==> src/rtl/serial_subtractor_if.sv <==
// Handshake and operand/result bundle for the bit-serial subtractor.
// The master drives start/a/b; the slave returns status and result.
interface serial_subtractor_if #(
  parameter int WIDTH = 8
);
  logic             start;
  logic [WIDTH-1:0] a;
  logic [WIDTH-1:0] b;
  logic             busy;
  logic             done;
  logic [WIDTH-1:0] diff;
  logic             borrow_out;
  logic             ovf;

  modport master (
    output start, a, b,
    input  busy, done, diff, borrow_out, ovf
  );

  modport slave (
    input  start, a, b,
    output busy, done, diff, borrow_out, ovf
  );
endinterface

==> src/rtl/serial_subtractor.sv <==
// Bit-serial a - b, LSB first, one full-subtractor cell per clock.
// Results are registered at the last bit and held until the next one.
module serial_subtractor #(
  parameter int WIDTH = 8
) (
  input  logic                 clk,
  input  logic                 rst,
  serial_subtractor_if.slave   bus
);

  localparam int CW = (WIDTH > 1) ? $clog2(WIDTH) : 1;
  localparam logic [CW-1:0] LAST = CW'(WIDTH - 1);

  typedef enum logic [1:0] {
    S_IDLE = 2'd0,
    S_RUN  = 2'd1,
    S_DONE = 2'd2
  } state_t;

  state_t           r_state;
  state_t           w_next;
  logic [WIDTH-1:0] r_sa;
  logic [WIDTH-1:0] r_sb;
  logic [WIDTH-1:0] r_res;
  logic [WIDTH-1:0] r_diff;
  logic [CW-1:0]    r_cnt;
  logic             r_bin;
  logic             r_amsb;
  logic             r_bmsb;
  logic             r_bout;
  logic             r_ovf;

  logic             w_x;
  logic             w_y;
  logic             w_d;
  logic             w_bout;
  logic             w_last;
  logic             w_accept;
  logic [WIDTH-1:0] w_res;

  assign w_x      = r_sa[0];
  assign w_y      = r_sb[0];
  assign w_d      = w_x ^ w_y ^ r_bin;
  assign w_bout   = (~w_x & w_y) | (~(w_x ^ w_y) & r_bin);
  assign w_last   = (r_cnt == LAST);
  assign w_accept = (r_state == S_IDLE) && bus.start;

  // Result bits enter at the MSB so the word is aligned after WIDTH shifts.
  generate
    if (WIDTH == 1) begin : g_res1
      assign w_res = w_d;
    end else begin : g_resn
      assign w_res = {w_d, r_res[WIDTH-1:1]};
    end
  endgenerate

  always_comb begin
    w_next = r_state;
    unique case (r_state)
      S_IDLE:  if (bus.start) w_next = S_RUN;
      S_RUN:   if (w_last) w_next = S_DONE;
      S_DONE:  w_next = S_IDLE;
      default: w_next = S_IDLE;
    endcase
  end

  always_ff @(posedge clk) begin
    if (rst) r_state <= S_IDLE;
    else     r_state <= w_next;
  end

  always_ff @(posedge clk) begin
    if (rst) begin
      r_sa   <= '0;
      r_sb   <= '0;
      r_res  <= '0;
      r_diff <= '0;
      r_cnt  <= '0;
      r_bin  <= 1'b0;
      r_amsb <= 1'b0;
      r_bmsb <= 1'b0;
      r_bout <= 1'b0;
      r_ovf  <= 1'b0;
    end else if (w_accept) begin
      r_sa   <= bus.a;
      r_sb   <= bus.b;
      r_bin  <= 1'b0;
      r_cnt  <= '0;
      r_amsb <= bus.a[WIDTH-1];
      r_bmsb <= bus.b[WIDTH-1];
    end else if (r_state == S_RUN) begin
      r_sa  <= r_sa >> 1;
      r_sb  <= r_sb >> 1;
      r_res <= w_res;
      r_bin <= w_bout;
      r_cnt <= r_cnt + 1'b1;
      if (w_last) begin
        r_diff <= w_res;
        r_bout <= w_bout;
        r_ovf  <= (r_amsb != r_bmsb) && (w_res[WIDTH-1] != r_amsb);
      end
    end
  end

  assign bus.busy       = (r_state == S_RUN);
  assign bus.done       = (r_state == S_DONE);
  assign bus.diff       = r_diff;
  assign bus.borrow_out = r_bout;
  assign bus.ovf        = r_ovf;

endmodule

==> src/flat_wrapper.sv <==
// flat-port wrapper written by rule: the top's interface ports become plain ports
module serial_subtractor_flat 
#(
  parameter int WIDTH = 8
)
  (clk, rst, bus_start, bus_a, bus_b, bus_busy, bus_done, bus_diff, bus_borrow_out, bus_ovf);
  serial_subtractor_if #(.WIDTH(WIDTH)) bus_i ();
  input  logic clk;
  input  logic rst;
  input wire logic [$bits(bus_i.start)-1:0] bus_start;
  input wire logic [$bits(bus_i.a)-1:0] bus_a;
  input wire logic [$bits(bus_i.b)-1:0] bus_b;
  output wire logic [$bits(bus_i.busy)-1:0] bus_busy;
  output wire logic [$bits(bus_i.done)-1:0] bus_done;
  output wire logic [$bits(bus_i.diff)-1:0] bus_diff;
  output wire logic [$bits(bus_i.borrow_out)-1:0] bus_borrow_out;
  output wire logic [$bits(bus_i.ovf)-1:0] bus_ovf;
  assign bus_i.start = bus_start;
  assign bus_i.a = bus_a;
  assign bus_i.b = bus_b;
  assign bus_busy = bus_i.busy;
  assign bus_done = bus_i.done;
  assign bus_diff = bus_i.diff;
  assign bus_borrow_out = bus_i.borrow_out;
  assign bus_ovf = bus_i.ovf;
  serial_subtractor #(.WIDTH(WIDTH)) u_core (.clk(clk), .rst(rst), .bus(bus_i));
endmodule
==> config.mk <==
export PLATFORM = sky130hd
export DESIGN_NAME = serial_subtractor_flat
export DESIGN_NICKNAME = d
export VERILOG_FILES = /design/src/rtl/serial_subtractor_if.sv /design/src/rtl/serial_subtractor.sv /design/src/flat_wrapper.sv
export SDC_FILE = /design/constraint.sdc
export NUM_CORES = 1
export LEC_CHECK = 0
export ABC_CLOCK_PERIOD_IN_PS = 1700
export BUFFER_PORTS_ARGS = -buffer_cell sky130_fd_sc_hd__buf_2
export CAP_MARGIN = 20
export CORE_MARGIN = 3
export CORE_UTILIZATION = 45
export DETAILED_ROUTE_END_ITERATION = 7
export PLACE_DENSITY = 0.69
export SLEW_MARGIN = 40
export SYNTH_ARGS = -nofsm -noshare
export SYNTH_HDL_FRONTEND = slang
export SYNTH_SLANG_ARGS = --single-unit
==> constraint.sdc <==
create_clock -name clk -period 1.7 [get_ports clk]
set_clock_uncertainty 0.1 [all_clocks]
set_input_delay 0.17 -clock clk [delete_from_list [all_inputs] [get_ports clk]]
set_output_delay 0.17 -clock clk [all_outputs]
set_load 0.05 [all_outputs]
==> qor.yml <==
ant_nets: 0
clk_path_buf_depth: 2
clkTransAtPathRegs_ps: 80
ir_worst_vdd_mv: 0.6963
crit_path_max_fanout: 2
track_usage_pct: 16.70
intPower_mw: 1.702
maxCapViolations: 0
grt-ovfl-total: 0
die_w_um: 67.59
drive_gt1_share_pct: 28.63
io_buffers: 30
grt_max_degree: 24
p_per_area_mw_per_mm2: 1062
clk_latency_ps: 290
worstPathArrival_ps: 1770
switching_power_mw: 0.4981
rsz0062_at_grt: "yes"
synthTopCellsByCount: "46 x nand2_1, 41 x dfxtp_1, 33 x a21oi_1"
cp-start-kind: "register"
p_leak_nw: 0.8301
setup_viol: 0
crit_path_end_kind: "register"
nNetsFinal: 255
hpwl_um: 2280
syn_inst: 199
cts_hold_buf: 0
synth_nets: 221
yosysUniqueCellTypes: 30
synth.most_common_cell: "nand2_1"
drc: 0
cts.sinks: 41
routedWlPerCell_um: 11.95
switching_share_pct: 22.64
final.min_clock_period_ps: 1662
hp-class: "input port to register"
maxSlewHeadroom_pct: 66.05
synth.area.top_cells: "dfxtp_1 48%, nand2_1 10%, a21oi_1 9.7%"
hold_viol: 0
cp.required_ps: 1810
critical_path_class: "register to register"
syn_area_mm2: 0.001707
dieArea_mm2: 0.004568
wirelength_um: 3345
async_flop_share_pct: 0
maxSlewViolCount: 0
die-height_um: 67.59
tightest_slew_ps: 509.3
status: "completed"
routabilityCongestion: 0.7496
synth_top_cell_by_area: "dfxtp_1"
synth-edff-count: 0
synth_top_area_share_pct: 48.09
syn_avg_cell_area_um2: 8.576
tritoncts: "built"
dr_total_vias: 1423
syn2layout_area_growth_pct: 21.33
ys_ff_latch: 41
power_frac_clock_pct: 41.7
htreeDepth: 2
viasPerCell: 5.082
cts_root_buffer: "clkbuf_8"
yosysWarnings: 0
seq_area_frac_synth_pct: 48.09
grt_pass1_vias: 1291
rows: 21
synthFlopType: "dfxtp_1"
grt_pass1_wl_um: 5796
fin_crit_sh_pct: 97.75
cts_made_buffers: 5
drt_iter0_drc: 92
drtPass1Iterations: 4
initial_utilization_pct: 48.84
seqPwrFrac_pct: 47.0
antenna_found_initial: 0
antenna_cells: 0
core_mm2: 0.003495
power_mw: 2.200
utilization_pct: 59.26
ios: 31
max_freq_mhz: 601.8
p_comb_share_pct: 11.3
layout by cell type (no fill, tap or decap):
| cell type | n |
|---|---|
| ha_1 | 2 |
| and3b_2 | 1 |
| mux2i_1 | 2 |
| nand2_1 | 46 |
| nand2b_2 | 1 |
| inv_1 | 1 |
| o21a_1 | 1 |
| buf_4 | 11 |
| inv_2 | 2 |
| xnor2_1 | 1 |
| or3b_1 | 1 |
| nor3_1 | 5 |
| buf_12 | 1 |
| nor3b_4 | 1 |
| or3b_2 | 2 |
| bufinv_16 | 2 |
| clkbuf_8 | 5 |
| nor2b_1 | 1 |
| o21ai_0 | 2 |
| nor2_1 | 20 |
| a21oi_1 | 33 |
| a211oi_1 | 8 |
| dfxtp_2 | 3 |
| a311oi_2 | 1 |
| o21ba_2 | 1 |
| clkinv_2 | 1 |
| or3b_4 | 1 |
| fa_1 | 1 |
| nand3b_1 | 2 |
| nand2b_1 | 2 |
| dfxtp_1 | 38 |
| a211oi_2 | 5 |
| buf_2 | 29 |
| a2111oi_1 | 1 |
final timing paths:
kind / cells after the start / start / endpoint / slack, ps
setup / recovery: 4 / u_core.r_sb[0] / u_core.bus.ovf / 40
hold / removal: 3 / bus_a[3] / u_core.r_sa[3] / 50
setup reg to reg: 4 / u_core.r_sb[0] / u_core.bus.ovf / 40
hold reg to reg: 2 / u_core.bus.diff[4] / u_core.bus.diff[4] / 350
layer usage:
layer  track usage (%)  vias to the layer above  part of all wire, %
met5                 0                        -                    0
li1                  -                      739                    -
met3             4.160                        7                  4.3
met4             7.595                        0                  1.8
met2             23.82                       21                   43
met1             23.46                      656                   51
final cells by class:
type / count / area (um2)
fill: 349 / 1424
sequential: 41 / 824.5
multi-input combinational: 141 / 795.8
timing repair buffer: 41 / 247.7
clock buffer: 5 / 68.82
clock inverter: 3 / 65.06
tap: 46 / 57.56
inverter: 3 / 11.26
stage by stage:
stage	hold WS [ps]	cell area (um2)	setup slack, ps	cells	TNS, ps
after global routing	56.93	2071	-2.311	280	-2.311
after CTS	47.76	2061	11.82	280	0
after global placement	342.1	1923	36.09	272	0
final	52.87	2071	38.29	280	0
after floorplan	146.8	1709	10.24	199	0
after detailed placement	343.2	1923	9.435	272	0
power by group through the flow:
stage               sequential, mW  clock [mW]  combinational, mW
global route                  1.04       0.971              0.279
finish                        1.03       0.918              0.249
global placement              1.05           0              0.245
floorplan                     1.05           0              0.180
detailed placement            1.05           0              0.249
CTS                           1.03       0.934              0.250
worst max-delay path, cell delays in order, from the launching register on:
cell and delay, ps:
dfxtp_2 340, inv_2 40, fa_1 480, or3b_4 380, a311oi_2 250
timing repair:
action	CTS	global route
gates resized for setup	2	5
endpoints found under the setup margin	2	2
pin swaps	1	3
buffers inserted	0	0
state kept, by name (all words and copies together) (netlist names), 2 cells and up:
signal and count:
u_core.r_res 7, u_core.r_cnt 3, u_core.r_sa 8, u_core.bus.diff 8, u_core.r_sb 8, u_core.r_state 2
logic make-up after synthesis:
logic type,count (synthesis),synth area share (%)
muxes,2,1.173
adders and majority gates,3,2.639
xor gates and xnor gates,1,0.5133
buffers and inverters,17,5.864
AOI/OAI and AO/OA,52,19.58
and+or+nand+nor,83,22.14
DFF,41,48.09
Power figures use the tool's default switching activity.
